`src/rtl/alu_control_seq.sv`:
```
// Sequenced ALU control: accepts one operation per handshake, holds alucontrol
// through a 1- or MUL_CYCLES-cycle EXEC phase and owns the NZCV flag register.
module alu_control_seq #(
  parameter int unsigned ALUCTRL_W  = 3,
  parameter int unsigned MUL_CYCLES = 4
) (
  input  logic                 clk,
  input  logic                 reset,
  input  logic                 op_valid,
  output logic                 op_ready,
  input  logic                 aluop,
  input  logic [4:0]           funct,
  input  logic                 is_mul,
  input  logic [3:0]           cond,
  input  logic [3:0]           alu_flags,
  output logic [ALUCTRL_W-1:0] alucontrol,
  output logic                 done,
  output logic                 regwrite,
  output logic [3:0]           flags,
  output logic                 cond_pass,
  output logic                 illegal
);

  typedef enum logic [0:0] {
    IDLE = 1'b0,
    EXEC = 1'b1
  } state_t;

  state_t     state;
  logic [3:0] cnt;
  logic [1:0] flagw_q;
  logic       wb_q;
  logic       illegal_q;

  logic [3:0] cmd;
  logic       s_bit;
  logic [2:0] dec_ctrl;
  logic [1:0] dec_flagw;
  logic       dec_wb;
  logic       dec_ill;
  logic       dec_cp;
  logic [3:0] lat_cnt;
  logic       n_f, z_f, c_f, v_f;

  assign cmd   = funct[4:1];
  assign s_bit = funct[0];

  // Decode priority: address add (aluop=0) > multiply > data-processing cmd.
  always_comb begin
    dec_ctrl  = '0;
    dec_flagw = '0;
    dec_wb    = 1'b0;
    dec_ill   = 1'b0;
    if (!aluop) begin
      dec_ctrl = '0;
    end else if (is_mul) begin
      dec_ctrl  = 3'd6;
      dec_flagw = {s_bit, 1'b0};
      dec_wb    = 1'b1;
    end else begin
      case (cmd)
        4'b0100: begin dec_ctrl = 3'd0; dec_flagw = {s_bit, s_bit}; dec_wb = 1'b1; end
        4'b0010: begin dec_ctrl = 3'd1; dec_flagw = {s_bit, s_bit}; dec_wb = 1'b1; end
        4'b0000: begin dec_ctrl = 3'd2; dec_flagw = {s_bit, 1'b0};  dec_wb = 1'b1; end
        4'b1100: begin dec_ctrl = 3'd3; dec_flagw = {s_bit, 1'b0};  dec_wb = 1'b1; end
        4'b0001: begin dec_ctrl = 3'd4; dec_flagw = {s_bit, 1'b0};  dec_wb = 1'b1; end
        4'b1101: begin dec_ctrl = 3'd5; dec_flagw = {s_bit, 1'b0};  dec_wb = 1'b1; end
        4'b1010: begin dec_ctrl = 3'd1; dec_flagw = 2'b11;          dec_wb = 1'b0; end
        default: begin dec_ctrl = 3'd0; dec_flagw = 2'b00;          dec_ill = 1'b1; end
      endcase
    end
  end

  assign n_f = flags[3];
  assign z_f = flags[2];
  assign c_f = flags[1];
  assign v_f = flags[0];

  always_comb begin
    dec_cp = 1'b1;
    case (cond)
      4'b0000: dec_cp = z_f;
      4'b0001: dec_cp = !z_f;
      4'b0010: dec_cp = c_f;
      4'b0011: dec_cp = !c_f;
      4'b0100: dec_cp = n_f;
      4'b0101: dec_cp = !n_f;
      4'b0110: dec_cp = v_f;
      4'b0111: dec_cp = !v_f;
      4'b1000: dec_cp = c_f && !z_f;
      4'b1001: dec_cp = !c_f || z_f;
      4'b1010: dec_cp = (n_f == v_f);
      4'b1011: dec_cp = (n_f != v_f);
      4'b1100: dec_cp = !z_f && (n_f == v_f);
      4'b1101: dec_cp = z_f || (n_f != v_f);
      default: dec_cp = 1'b1;
    endcase
  end

  assign lat_cnt = is_mul ? 4'(MUL_CYCLES - 1) : 4'd0;

  always_ff @(posedge clk or posedge reset) begin
    if (reset) begin
      state      <= IDLE;
      cnt        <= '0;
      alucontrol <= '0;
      flags      <= '0;
      cond_pass  <= 1'b0;
      flagw_q    <= '0;
      wb_q       <= 1'b0;
      illegal_q  <= 1'b0;
    end else if (state == IDLE) begin
      if (op_valid) begin
        state      <= EXEC;
        cnt        <= lat_cnt;
        alucontrol <= ALUCTRL_W'(dec_ctrl);
        cond_pass  <= dec_cp;
        flagw_q    <= dec_flagw;
        wb_q       <= dec_wb;
        illegal_q  <= dec_ill;
      end
    end else begin
      if (cnt == 4'd0) begin
        state <= IDLE;
        if (flagw_q[1] && cond_pass) flags[3:2] <= alu_flags[3:2];
        if (flagw_q[0] && cond_pass) flags[1:0] <= alu_flags[1:0];
      end else begin
        cnt <= cnt - 4'd1;
      end
    end
  end

  assign op_ready = (state == IDLE);
  assign done     = (state == EXEC) && (cnt == 4'd0);
  assign regwrite = done && wb_q && cond_pass;
  assign illegal  = done && illegal_q;

endmodule
```
`config.mk`:
```
export PLATFORM = sky130hd
export DESIGN_NAME = alu_control_seq
export DESIGN_NICKNAME = d
export VERILOG_FILES = /design/src/rtl/alu_control_seq.sv
export SDC_FILE = /design/constraint.sdc
export NUM_CORES = 1
export LEC_CHECK = 0
export ABC_AREA = 1
export BUFFER_PORTS_ARGS = -buffer_cell sky130_fd_sc_hd__buf_4
export CAP_MARGIN = 15
export CORE_MARGIN = 2
export CORE_UTILIZATION = 53
export CTS_BUF_LIST = sky130_fd_sc_hd__clkbuf_4 sky130_fd_sc_hd__clkbuf_8
export DETAILED_ROUTE_END_ITERATION = 6
export PLACE_DENSITY = 0.81
export SLEW_MARGIN = 5
export SYNTH_ARGS = -nofsm -noshare
export SYNTH_HDL_FRONTEND = slang
export SYNTH_SLANG_ARGS = --single-unit
```
`constraint.sdc`:
```
create_clock -name clk -period 1.7 [get_ports clk]
set_input_delay 0.085 -clock clk [delete_from_list [all_inputs] [get_ports clk]]
set_output_delay 0.085 -clock clk [all_outputs]
set_load 0.02 [all_outputs]
```
==> results of run 1 <==
-- cells by family (layout without fill, tap and decap cells) --
| logic type | after synthesis | after routing | synth area share |
|---|---|---|---|
| AND/OR/NAND/NOR | 80 | 80 | 0.354 |
| buffers and inverters | 27 | 61 | 0.0978 |
| AO/OA/AOI/OAI | 21 | 21 | 0.109 |
| flip-flops | 17 | 17 | 0.411 |
| XOR/XNOR | 2 | 2 | 0.0169 |
| adder cells (fa/ha/maj) | 1 | 1 | 0.0121 |
-- power breakdown --
part / internal, uW / total (uW) / switching [uW]
Clock: 87.6 / 217 / 129
Sequential: 575 / 707 / 132
Combinational: 410 / 1040 / 635
Total: 1070 / 1970 / 896
-- timing repair --
action / in CTS / in global routing
gates resized for setup: 0 / 1
setup endpoints to repair: 0 / 1
setup buffers: 0 / 0
hold buffers: 1 / 0
hold endpoints to repair: 17 / 0
-- worst max-delay path, stage by stage (launching register included) --
cell and delay [ns]:
dfrtp_1 0.39, inv_1 0.09, ha_2 0.23, nand4_4 0.14
nor3_1 0.18, buf_4 0.17
-- registers in the layout, indices dropped and copies added (netlist names) --
register    cells
flagw_q         2
state           1
cond_pass       1
wb_q            1
alucontrol      3
illegal_q       1
flags           4
cnt             4
-- worst min path at each step --
stage | startpoint | to | slack (ns) | cells past startpoint
after global routing | alu_flags[2] | flags[2] | 0.02 | 3
after detailed placement | reset | cond_pass | 0.21 | 2
final | alu_flags[2] | flags[2] | 0.03 | 3
after floorplan | reset | alucontrol[0] | 0.01 | 1
after CTS | alu_flags[2] | flags[2] | 0.03 | 3
after global placement | reset | cond_pass | 0.20 | 2
-- cell usage in the layout, fill, tap and decap left out, drive strengths merged, types with 3 or more instances in the layout --
cell,instances
nand2,47
buf,29
nand3,13
nor2,16
o21ai,10
dfrtp,17
a21oi,7
clkbuf,3
inv,27
-- through the flow --
| stage | area, um^2 | setup slack, ns | util |
|---|---|---|---|
| after floorplan | 1040 | 0.330 | - |
| after global placement | 1280 | 0.408 | 0.721 |
| after detailed placement | 1280 | 0.349 | 0.721 |
| after CTS | 1320 | 0.0729 | 0.742 |
| after global routing | 1330 | -0.00318 | 0.743 |
| final | 1330 | 0.117 | 0.743 |
-- layer usage --
| layer | vias up | wire length [um] |
|---|---|---|
| met4 | 0 | 23 |
| met1 | 497 | 987 |
| met2 | 26 | 1230 |
| met5 | - | 0 |
| li1 | 531 | - |
| met3 | 2 | 92 |
-- cell type report --
cell class / instances / area (um^2)
Multi-Input combinational cell: 104 / 512
Fill cell: 157 / 458
Sequential cell: 17 / 425
Timing Repair Buffer: 30 / 228
Inverter: 27 / 101
Tap cell: 25 / 31.3
Clock buffer: 3 / 22.5
Clock inverter: 1 / 5.00
==> results.ini, run 1 <==
[critical_path]
reg2reg_to = cnt[0]
cp-start-kind = register
path_class = reg2out
cp.arrival_ns = 1.50
end_kind = output pin
crit_path_end = regwrite
reg2regPathDepth = 6
r2r-start = cnt[0]
worstPathMaxFanout = 4
crit_path_start = cnt[0]
r2r_setup_slack_ns = 0.36
crit_required_ns = 1.62

[synth]
synth_top_area_share = 0.411
syn_inst = 148
syn-cell-area_um2 = 1040
ys_seq_area_frac = 0.411
yosys_warnings = 0
ys_dominant_reg_cell = dfrtp_1
ys_seq_elements = 17
avgSynthCellArea_um2 = 7.00
yosys-top-cells-count = nand2_1, inv_1, dfrtp_1
synth_edf_count = 0
synth_area_leaders = dfrtp_1, nand2_1, inv_1, nand3_1, nor2_1
async_reset_ff_frac = 1.00
yosysUniqueCellTypes = 21
synth_area_leader_cell = dfrtp_1
syn-num-nets = 167
yosysMostFrequentCell = nand2_1

[sta]
final_max_slew_viol_count = 0
max_slew_margin = 0.578
skew_ns = 0.00321
tightestPinTransition_ns = 0.632
hold_violations = 0
period_share = 0.931
setup_viol = 0
period_minus_slack_ns = 1.58
max_freq_mhz = 632
finalSetupTns_ns = 0
holdWs_ns = 0.0265

[global_route]
grt_pass1_vias = 981
grt.met3_usage = 0.0407
grt_max_degree = 18
grt_usage = 0.228
antenna_found_initial = 0
grt_pass1_wl_um = 3690
grt.busiest_layer = met2
overflow = 0
met1_usage = 0.249
use_met2 = 0.434

[route]
via_per_inst = 5.10
drtAntennaViolNets = 0
routed_wl_um = 2340
drt-wirelength-per-cell_um = 11.3
firstDrtPassIters = 4
via_count = 1056
drc = 0
drt_iter0_drc = 15

[cts]
numClockSinks = 17
htree_levels = 1
root_buffer = clkbuf_4
clk_pin_slew_ns = 0.10
cts_tree = done
cts_max_path_buffers = 2
cts_buffers = 3
clk_latency_ns = 0.29

[layout]
final_nets = 202
area_growth_pct = 27.9
diodes = 0
final_cells = 207
drive_gt1_frac = 0.236

[outcome]
outcome = completed

[die]
start_util = 0.581
dieHeight_um = 48.2
dieArea_um2 = 2320
rows = 15
pin_count = 30
core-area_um2 = 1780
die_w_um = 48.2

[place]
port_buffers = 29
dpl.cell_count = 202
place_congestion = 0.798
place_hpwl_um = 1900

[power_and_ir_drop]
vdd_drop_max_v = 0.00117
power_leakage_uw = 0.000749
power_density_nw_per_um2 = 1490
finalPower_uw = 1970

[min_path]
min_path_type = in2reg

[job]
max-cap-violations = 0

Note: power is estimated with default switching activity, not from simulation.
==> run 2: changes to the inputs <==
- GPL_TIMING_DRIVEN: unset -> 0
- REMOVE_ABC_BUFFERS: unset -> 1
==> results.ini, run 2 (same netlist as run 1, synthesis figures left out) <==
[outcome]
outcome = completed  ; unchanged

[cts]
cts_setup_buffers = 0  ; unchanged
clk_pin_slew_ns = 0.11  ; was 0.10 ns
clk_latency_ns = 0.30  ; was 0.29 ns
htree_levels = 1  ; unchanged
cts_max_path_buffers = 2  ; unchanged
cts_buffers = 3  ; unchanged
numClockSinks = 17  ; unchanged
cts_tree = done  ; unchanged
root_buffer = clkbuf_4  ; unchanged

[power_and_ir_drop]
vdd_drop_max_v = 0.00126  ; was 0.00117 V
finalPower_uw = 1970  ; about the same
power_density_nw_per_um2 = 1490  ; about the same
power_leakage_uw = 0.000749  ; unchanged

[job]
max-cap-violations = 0  ; unchanged

[sta]
period_share = 0.962  ; was 0.931
period_minus_slack_ns = 1.63  ; was 1.58 ns
setup_viol = 0  ; unchanged
final_max_slew_viol_count = 0  ; unchanged
tightestPinTransition_ns = 0.655  ; was 0.632 ns
skew_ns = 0.0138  ; was 0.00321 ns
max_freq_mhz = 612  ; was 632 MHz
hold_violations = 0  ; unchanged
grt_setup_unrepaired = no
finalSetupTns_ns = 0  ; unchanged
max_slew_margin = 0.563  ; was 0.578

[die]
dieHeight_um = 48.2  ; unchanged
pin_count = 30  ; unchanged
dieArea_um2 = 2320  ; unchanged
die_w_um = 48.2  ; unchanged
core-area_um2 = 1780  ; unchanged
start_util = 0.581  ; unchanged
rows = 15  ; unchanged

[critical_path]
end_kind = output pin  ; unchanged
r2r-start = cnt[0]  ; unchanged
cp-start-kind = register  ; unchanged
crit_path_start = cnt[0]  ; unchanged
worstPathMaxFanout = 4  ; unchanged
cp.arrival_ns = 1.55  ; was 1.50 ns
path_class = reg2out  ; unchanged
crit_required_ns = 1.62  ; about the same

[route]
firstDrtPassIters = 4  ; unchanged
via_count = 1057  ; was 1056
drt_iter0_drc = 23  ; was 15
drc = 0  ; unchanged
drt-wirelength-per-cell_um = 11.4  ; was 11.3 um
drtAntennaViolNets = 0  ; unchanged
via_per_inst = 5.11  ; was 5.10
routed_wl_um = 2360  ; was 2340 um

[layout]
diodes = 0  ; unchanged
regArea_um2 = 425  ; unchanged
final_nets = 202  ; unchanged
top_regs = cnt (4), flags (4), alucontrol (3)  ; unchanged
fillers = 148  ; was 157
final_common_cell = nand2_1  ; unchanged
area_growth_pct = 27.9  ; unchanged
final_cell_mix = nand2_1, buf_4, inv_1, dfrtp_1  ; unchanged
multiInputGateArea_um2 = 512  ; unchanged
drive_gt1_frac = 0.236  ; unchanged

[global_route]
grt_pass1_vias = 934  ; was 981
grt_pass1_wl_um = 3580  ; was 3690 um
overflow = 0  ; unchanged
antenna_found_initial = 0  ; unchanged
grt_max_degree = 18  ; unchanged
grt_usage = 0.224  ; was 0.228

[min_path]
hold_start = alu_flags[2]  ; unchanged
min_path_type = in2reg  ; unchanged

[place]
place_congestion = 0.758  ; was 0.798
port_buffers = 29  ; unchanged
place_hpwl_um = 1940  ; was 1900 um

[run 2: cell counts in the layout (fill, tap and decap cells not counted)]
No cell type changed its count.
[run 2: timing repair]
item | CTS | global route
endpoints found under the setup margin | 0 | 1
resized for setup | 0 | 1
hold endpoints to repair | 17 | 0
hold buffers | 1 | 0
[run 2: final timing paths]
path / end / slack (ns) / cells past startpoint
worst max-delay path: regwrite / 0.07 / 5
worst min-delay path: flags[2] / 0.02 / 3
worst max register to register: flags[1] / 0.30 / 7
worst min register to register: alucontrol[0] / 0.49 / 2
max in group asynchronous: flags[3] / 0.84 / 3
min in group asynchronous: cnt[3] / 0.43 / 3
[run 2: cell type report]
cell class	count	area share
Multi-Input combinational cell	104	0.386
Sequential cell	17	0.321
Timing Repair Buffer	30	0.172
Inverter	27	0.0765
Tap cell	25	0.0236
Clock buffer	3	0.0170
Clock inverter	1	0.00378
[run 2: per-layer routing]
| metal | track usage | routed length [um] | vias up |
|---|---|---|---|
| li1 | - | - | 541 |
| met1 | 0.254 | 1070 | 485 |
| met2 | 0.384 | 1160 | 24 |
| met3 | 0.0407 | 79 | 7 |
| met4 | 0.141 | 51 | 0 |
| met5 | 0 | 0 | - |
[run 2: metrics by stage]
step | std cells | setup slack, ns | hold slack (ns) | utilization | instance area [um^2]
3_5_place_dp | 202 | 0.296 | 0.223 | 0.721 | 1280
2_1_floorplan | 148 | 0.330 | 0.0111 | - | 1040
5_1_grt | 207 | 0.00383 | 0.0306 | 0.743 | 1330
6_report | 207 | 0.0651 | 0.0215 | 0.743 | 1330
4_1_cts | 207 | 0.0165 | 0.0140 | 0.742 | 1320
3_3_place_gp | 202 | 0.363 | 0.203 | 0.721 | 1280
[run 2: critical path, stage by stage (launching register included)]
cell and delay, ns:
dfrtp_1 0.39, inv_1 0.11, ha_2 0.25, nand4_4 0.15, nor3_1 0.18, buf_4 0.18
[run 2: report_power, final]
| part | internal [uW] | leakage (uW) | switching, uW | total, uW |
|---|---|---|---|---|
| Combinational | 411 | 0.000522 | 637 | 1050 |
| Sequential | 575 | 0.000210 | 129 | 704 |
| Clock | 87.7 | 0.0000177 | 130 | 218 |
| Total | 1070 | 0.000749 | 897 | 1970 |
